--- src/rtl/pipe_ctrl_pkg.sv ---
// Shared types for the pipeline hazard controller: FSM state encoding and
// the hard-wired zero register index.
package pipe_ctrl_pkg;

    typedef enum logic [1:0] {
        RUN      = 2'd0,
        MEM_WAIT = 2'd1,
        HALT     = 2'd2
    } state_e;

    localparam logic [4:0] REG_X0 = 5'd0;

endpackage

--- src/rtl/load_use_detect.sv ---
// Load-use hazard compare: the load in EX writes a register that the ID
// instruction actually reads. Writes to x0 never create a dependency.
module load_use_detect
    import pipe_ctrl_pkg::*;
(
    input  logic [4:0] i_id_rs1,
    input  logic [4:0] i_id_rs2,
    input  logic       i_id_uses_rs1,
    input  logic       i_id_uses_rs2,
    input  logic [4:0] i_ex_rd,
    input  logic       i_ex_memread,
    output logic       o_stall
);

    logic w_rs1_hit;
    logic w_rs2_hit;

    assign w_rs1_hit = i_id_uses_rs1 && (i_ex_rd == i_id_rs1);
    assign w_rs2_hit = i_id_uses_rs2 && (i_ex_rd == i_id_rs2);
    assign o_stall   = i_ex_memread && (i_ex_rd != REG_X0) && (w_rs1_hit || w_rs2_hit);

endmodule

--- src/rtl/pipeline_hazard_ctrl.sv ---
// Stall/flush sequencer for the 5-stage pipeline: memory freeze, MEM-stage
// branch redirect and load-use bubbles, with perf counters and a wait timeout.
module pipeline_hazard_ctrl
    import pipe_ctrl_pkg::*;
#(
    parameter int CNT_W   = 32,
    parameter int TIMEOUT = 64,
    parameter int TO_W    = 16
) (
    input  logic             clk,
    input  logic             reset,
    input  logic [4:0]       id_rs1,
    input  logic [4:0]       id_rs2,
    input  logic             id_uses_rs1,
    input  logic             id_uses_rs2,
    input  logic [4:0]       ex_rd,
    input  logic             ex_memread,
    input  logic             mem_branch_taken,
    input  logic             mem_req,
    input  logic             mem_ack,
    output logic             pc_write,
    output logic             ifid_write,
    output logic             pc_sel,
    output logic             ifid_flush,
    output logic             idex_flush,
    output logic             exmem_flush,
    output logic             memwb_flush,
    output logic             exmem_write,
    output logic             timeout_err,
    output logic [CNT_W-1:0] stall_cycles,
    output logic [CNT_W-1:0] flush_count,
    output logic [1:0]       state
);

    state_e           r_state;
    logic [TO_W-1:0]  r_wait;
    logic [CNT_W-1:0] r_stall_cnt;
    logic [CNT_W-1:0] r_flush_cnt;
    logic             r_timeout_err;

    logic             w_hazard;
    logic             w_freeze;
    logic             w_stall_evt;
    logic             w_flush_evt;
    logic [TO_W-1:0]  w_wait_nxt;
    logic             w_to_hit;

    load_use_detect u_lu (
        .i_id_rs1      (id_rs1),
        .i_id_rs2      (id_rs2),
        .i_id_uses_rs1 (id_uses_rs1),
        .i_id_uses_rs2 (id_uses_rs2),
        .i_ex_rd       (ex_rd),
        .i_ex_memread  (ex_memread),
        .o_stall       (w_hazard)
    );

    // An access that is acked in the same cycle it is requested never freezes.
    assign w_freeze   = mem_req && !mem_ack;
    assign w_wait_nxt = r_wait + TO_W'(1);
    assign w_to_hit   = (TIMEOUT != 0) && (w_wait_nxt == TO_W'(TIMEOUT));

    always_comb begin
        pc_write    = 1'b1;
        ifid_write  = 1'b1;
        exmem_write = 1'b1;
        pc_sel      = 1'b0;
        ifid_flush  = 1'b0;
        idex_flush  = 1'b0;
        exmem_flush = 1'b0;
        memwb_flush = 1'b0;
        w_stall_evt = 1'b0;
        w_flush_evt = 1'b0;
        if (reset) begin
            pc_write    = 1'b0;
            ifid_write  = 1'b0;
            exmem_write = 1'b0;
            ifid_flush  = 1'b1;
            idex_flush  = 1'b1;
            exmem_flush = 1'b1;
            memwb_flush = 1'b1;
        end else if (r_state == HALT) begin
            pc_write    = 1'b0;
            ifid_write  = 1'b0;
            exmem_write = 1'b0;
        end else if (w_freeze) begin
            // Hold everything up to EX/MEM; WB sees bubbles until the ack.
            pc_write    = 1'b0;
            ifid_write  = 1'b0;
            exmem_write = 1'b0;
            memwb_flush = 1'b1;
            w_stall_evt = 1'b1;
        end else if (mem_branch_taken) begin
            pc_sel      = 1'b1;
            ifid_flush  = 1'b1;
            idex_flush  = 1'b1;
            exmem_flush = 1'b1;
            w_flush_evt = 1'b1;
        end else if (w_hazard) begin
            pc_write    = 1'b0;
            ifid_write  = 1'b0;
            idex_flush  = 1'b1;
            w_stall_evt = 1'b1;
        end
    end

    always_ff @(posedge clk) begin
        if (reset) begin
            r_state       <= RUN;
            r_wait        <= '0;
            r_stall_cnt   <= '0;
            r_flush_cnt   <= '0;
            r_timeout_err <= 1'b0;
        end else begin
            if (w_stall_evt) r_stall_cnt <= r_stall_cnt + CNT_W'(1);
            if (w_flush_evt) r_flush_cnt <= r_flush_cnt + CNT_W'(1);
            case (r_state)
                RUN: begin
                    if (w_freeze) begin
                        r_state <= MEM_WAIT;
                        r_wait  <= '0;
                    end
                end
                MEM_WAIT: begin
                    if (w_freeze) begin
                        r_wait <= w_wait_nxt;
                        if (w_to_hit) begin
                            r_state       <= HALT;
                            r_timeout_err <= 1'b1;
                        end
                    end else begin
                        r_state <= RUN;
                    end
                end
                HALT:    r_state <= HALT;
                default: r_state <= RUN;
            endcase
        end
    end

    assign timeout_err  = r_timeout_err;
    assign stall_cycles = r_stall_cnt;
    assign flush_count  = r_flush_cnt;
    assign state        = r_state;

endmodule

--- config.mk ---
export PLATFORM = sky130hd
export DESIGN_NAME = pipeline_hazard_ctrl
export DESIGN_NICKNAME = d
export VERILOG_FILES = /design/src/rtl/pipe_ctrl_pkg.sv /design/src/rtl/load_use_detect.sv /design/src/rtl/pipeline_hazard_ctrl.sv
export SDC_FILE = /design/constraint.sdc
export NUM_CORES = 1
export LEC_CHECK = 0
export CAP_MARGIN = 20
export CORE_MARGIN = 2
export CORE_UTILIZATION = 43
export DETAILED_ROUTE_END_ITERATION = 12
export HOLD_SLACK_MARGIN = 0.03
export PLACE_DENSITY = 0.7
export SLEW_MARGIN = 25
export SYNTH_ARGS = -nofsm -noshare
export SYNTH_HDL_FRONTEND = slang
export SYNTH_SLANG_ARGS = --single-unit
--- constraint.sdc ---
create_clock -name clk -period 2.81 [get_ports clk]
set_input_delay 0.562 -clock clk [delete_from_list [all_inputs] [get_ports clk]]
set_output_delay 0.562 -clock clk [all_outputs]
set_load 0.02 [all_outputs]
==> flow_summary.toml <==
[critical_path]
worstPathRequired_ns = 3.09
slowest_delay_ns = 0.49
cp-end-kind = "flop"
worstSetupPathType = "primary input to flop"
worstSetupStartpointType = "primary input"
cp.arrival_ns = 2.99
path_cells = "clkdlybuf4s50_1 -> xor2_1 -> nor4_2 -> a32oi_1 -> buf_4 -> buf_4 -> o31a_4 -> buf_12 -> or4_1 -> a21oi_1"
cpMostUsedCell = "buf_4"
path_max_fanout = 21
cpMaxStageDelayCell = "or4_1"

[final_layout]
synthToLayoutAreaGrowth_pct = 30.2
nets = 667
layout_common_cells = "clkdlybuf4s50_1, dfxtp_1, nor2_1"
utilization = 0.572
fin_cells = 781
diodes = 0
final_layout_size_suffix_gt1_frac = 0.110
final_common_cell = "clkdlybuf4s50_1"

[timing]
drv_slew = 0
worst_pin_slew_ns = 0.629
fmax_mhz = 370
clock_skew_ns = 0.0107
fin_ws_ns = 0.108
relSlewSlack = 0.581
hold_viol_final = 0
whs_ns = 0.487
finalSetupViolCount = 0
rsz0062_at_grt = "false"
min_period_ns = 2.70
finalCritPeriodShare = 0.962

[synthesis]
async_flop_share = 0
ys_seq_area_frac = 0.368
ys.flop_type = "dfxtp_1"
synth_cell_types = 57
synth_area_um2 = 4510
synth-seq-cells = 83
yosys_warnings = 0
synth_edf_count = 0
synth_area_per_cell_um2 = 8.23
syn_inst = 548
syn_nets = 575

[place]
dp_worst_setup_slack_ns = -0.526
port_buffers = 97
gp_congestion = 0.875
place_hpwl_um = 7930
dp_cells = 764

[power_and_ir_drop]
combPwrFrac = 0.087
peakVddDrop_mv = 0.270
power.internal_uw = 1690
pwr-share-clk = 0.387
powerDensity_nw_per_um2 = 384
switching_share = 0.252
seqPwrFrac = 0.526
leakagePower_uw = 0.00207
p_sw_uw = 568

[route]
drtAntennaViolNets = 0
drt-total-wl_um = 11100
drc = 0
met3_length_um = 696
routed.top_layer = "met4"
viasPerCell = 5.63
wl_met1_um = 5020
vias = 4394
wl_met2_um = 5230
avgRoutedWirePerCell_um = 14.2
first_pass_iters = 5
first_iter_violations = 214

[floorplanning]
die_width_um = 106
core_region_area_um2 = 10300
initial_core_util = 0.439
die_h_um = 106
die_area_um2 = 11300
io_pins = 98
num_rows = 37

[run]
maxCapViolCount = 0

[clocking]
cts_buffer_depth = 2
clock-root-buffer = "clkbuf_8"
clk_latency_ns = 0.36
clock_sinks = 83
cts_tree = "yes"
cts_max_level = 3
numCtsBuffers = 9
clkTransAtPathRegs_ns = 0.08
cts_hold_buf = 0

[grt]
gr-usage-all-layers = 0.201
antenna_found_initial = 0
grt_max_degree = 48
grt_pass1_wl_um = 19000
grt_pass1_vias = 4213
grt_overflow = 0

[status]
status = "completed"

[worst_hold_path]
hold_class = "flop to flop"
-- cells by family after synthesis --
kind of cell / Yosys count / synth area share
buf+inv: 51 / 0.0521
flops: 83 / 0.368
simple gates: 256 / 0.304
mux: 7 / 0.0166
xor+xnor: 43 / 0.0835
fa+ha+maj: 4 / 0.0111
compound gates: 104 / 0.164
-- worst max-delay path: cells and delay by family --
| family | cells | cell delay (ns) |
|---|---|---|
| buffers and inverters | 4 | 0.85 |
| AOI/OAI and AO/OA | 3 | 0.65 |
| and+or+nand+nor | 2 | 0.76 |
| xor gates and xnor gates | 1 | 0.15 |
-- metal layers --
layer / vias up / GRT usage
met5: - / 0
met4: 0 / 0.0529
met3: 11 / 0.0687
met2: 106 / 0.332
met1: 2082 / 0.252
li1: 2195 / -
-- metrics by stage --
stage	power (uW)	area [um2]	TNS [ns]
6_report	2250	5870	0
5_1_grt	2360	5870	0
4_1_cts	2280	5850	0
3_5_place_dp	1410	5660	-7.62
3_3_place_gp	1410	5660	-4.86
2_1_floorplan	1320	4510	0
-- cells in the mapped netlist (5+ instances only) --
master	count	area [um2]
nor2b_1	6	37.5
o31ai_1	19	143
a21oi_1	30	150
nand3_1	44	220
nor2_1	56	210
dfxtp_1	83	1660
inv_1	9	33.8
and2_1	6	37.5
o21ai_0	14	70.1
and3_1	12	75.1
nand4_1	26	163
xnor2_1	5	43.8
and4_1	8	70.1
nand2_1	39	146
a22oi_1	5	37.5
or2_2	9	56.3
clkbuf_1	29	109
or4_1	20	150
xor2_1	38	333
nor3_1	14	70.1
-- power by group through the flow --
stage	registers [uW]	clock network, uW	logic (uW)
global route	1190	956	213
global placement	1210	0	193
finish	1190	872	196
detailed placement	1210	0	198
CTS	1190	899	195
floorplan	1220	0	103
-- flip-flops by register name, summed over array words and instances, names as in the netlist --
| name | count |
|---|---|
| flush_count | 32 |
| r_wait | 16 |
| stall_cycles | 32 |
| state | 2 |
| timeout_err | 1 |
-- area by class of cell --
| cell class | instances | area, um2 |
|---|---|---|
| Clock buffer | 10 | 128 |
| Clock inverter | 6 | 75.1 |
| Fill cell | 969 | 4400 |
| Inverter | 10 | 37.5 |
| Multi-Input combinational cell | 414 | 2640 |
| Sequential cell | 83 | 1660 |
| Tap cell | 136 | 170 |
| Timing Repair Buffer | 122 | 1170 |
-- final timing paths --
check	from	endpoint	slack (ns)	cells past startpoint
setup reg to reg	r_wait[0]$_SDFFE_PP0P_	state[0]$_SDFFE_PP0P_	0.50	7
hold / removal	timeout_err$_SDFFE_PP0P_	timeout_err$_SDFFE_PP0P_	0.49	2
setup / recovery	id_rs2[1]	stall_cycles[24]$_SDFFE_PP0P_	0.11	10
hold reg to reg	timeout_err$_SDFFE_PP0P_	timeout_err$_SDFFE_PP0P_	0.49	2
-- repair_timing --
item / CTS / global route
setup buffers: 1 / 0
gates resized for setup: 17 / 7
setup endpoints to repair: 4 / 24
pin swaps: 1 / 2
No activity file was read; power rests on OpenSTA's default activity.
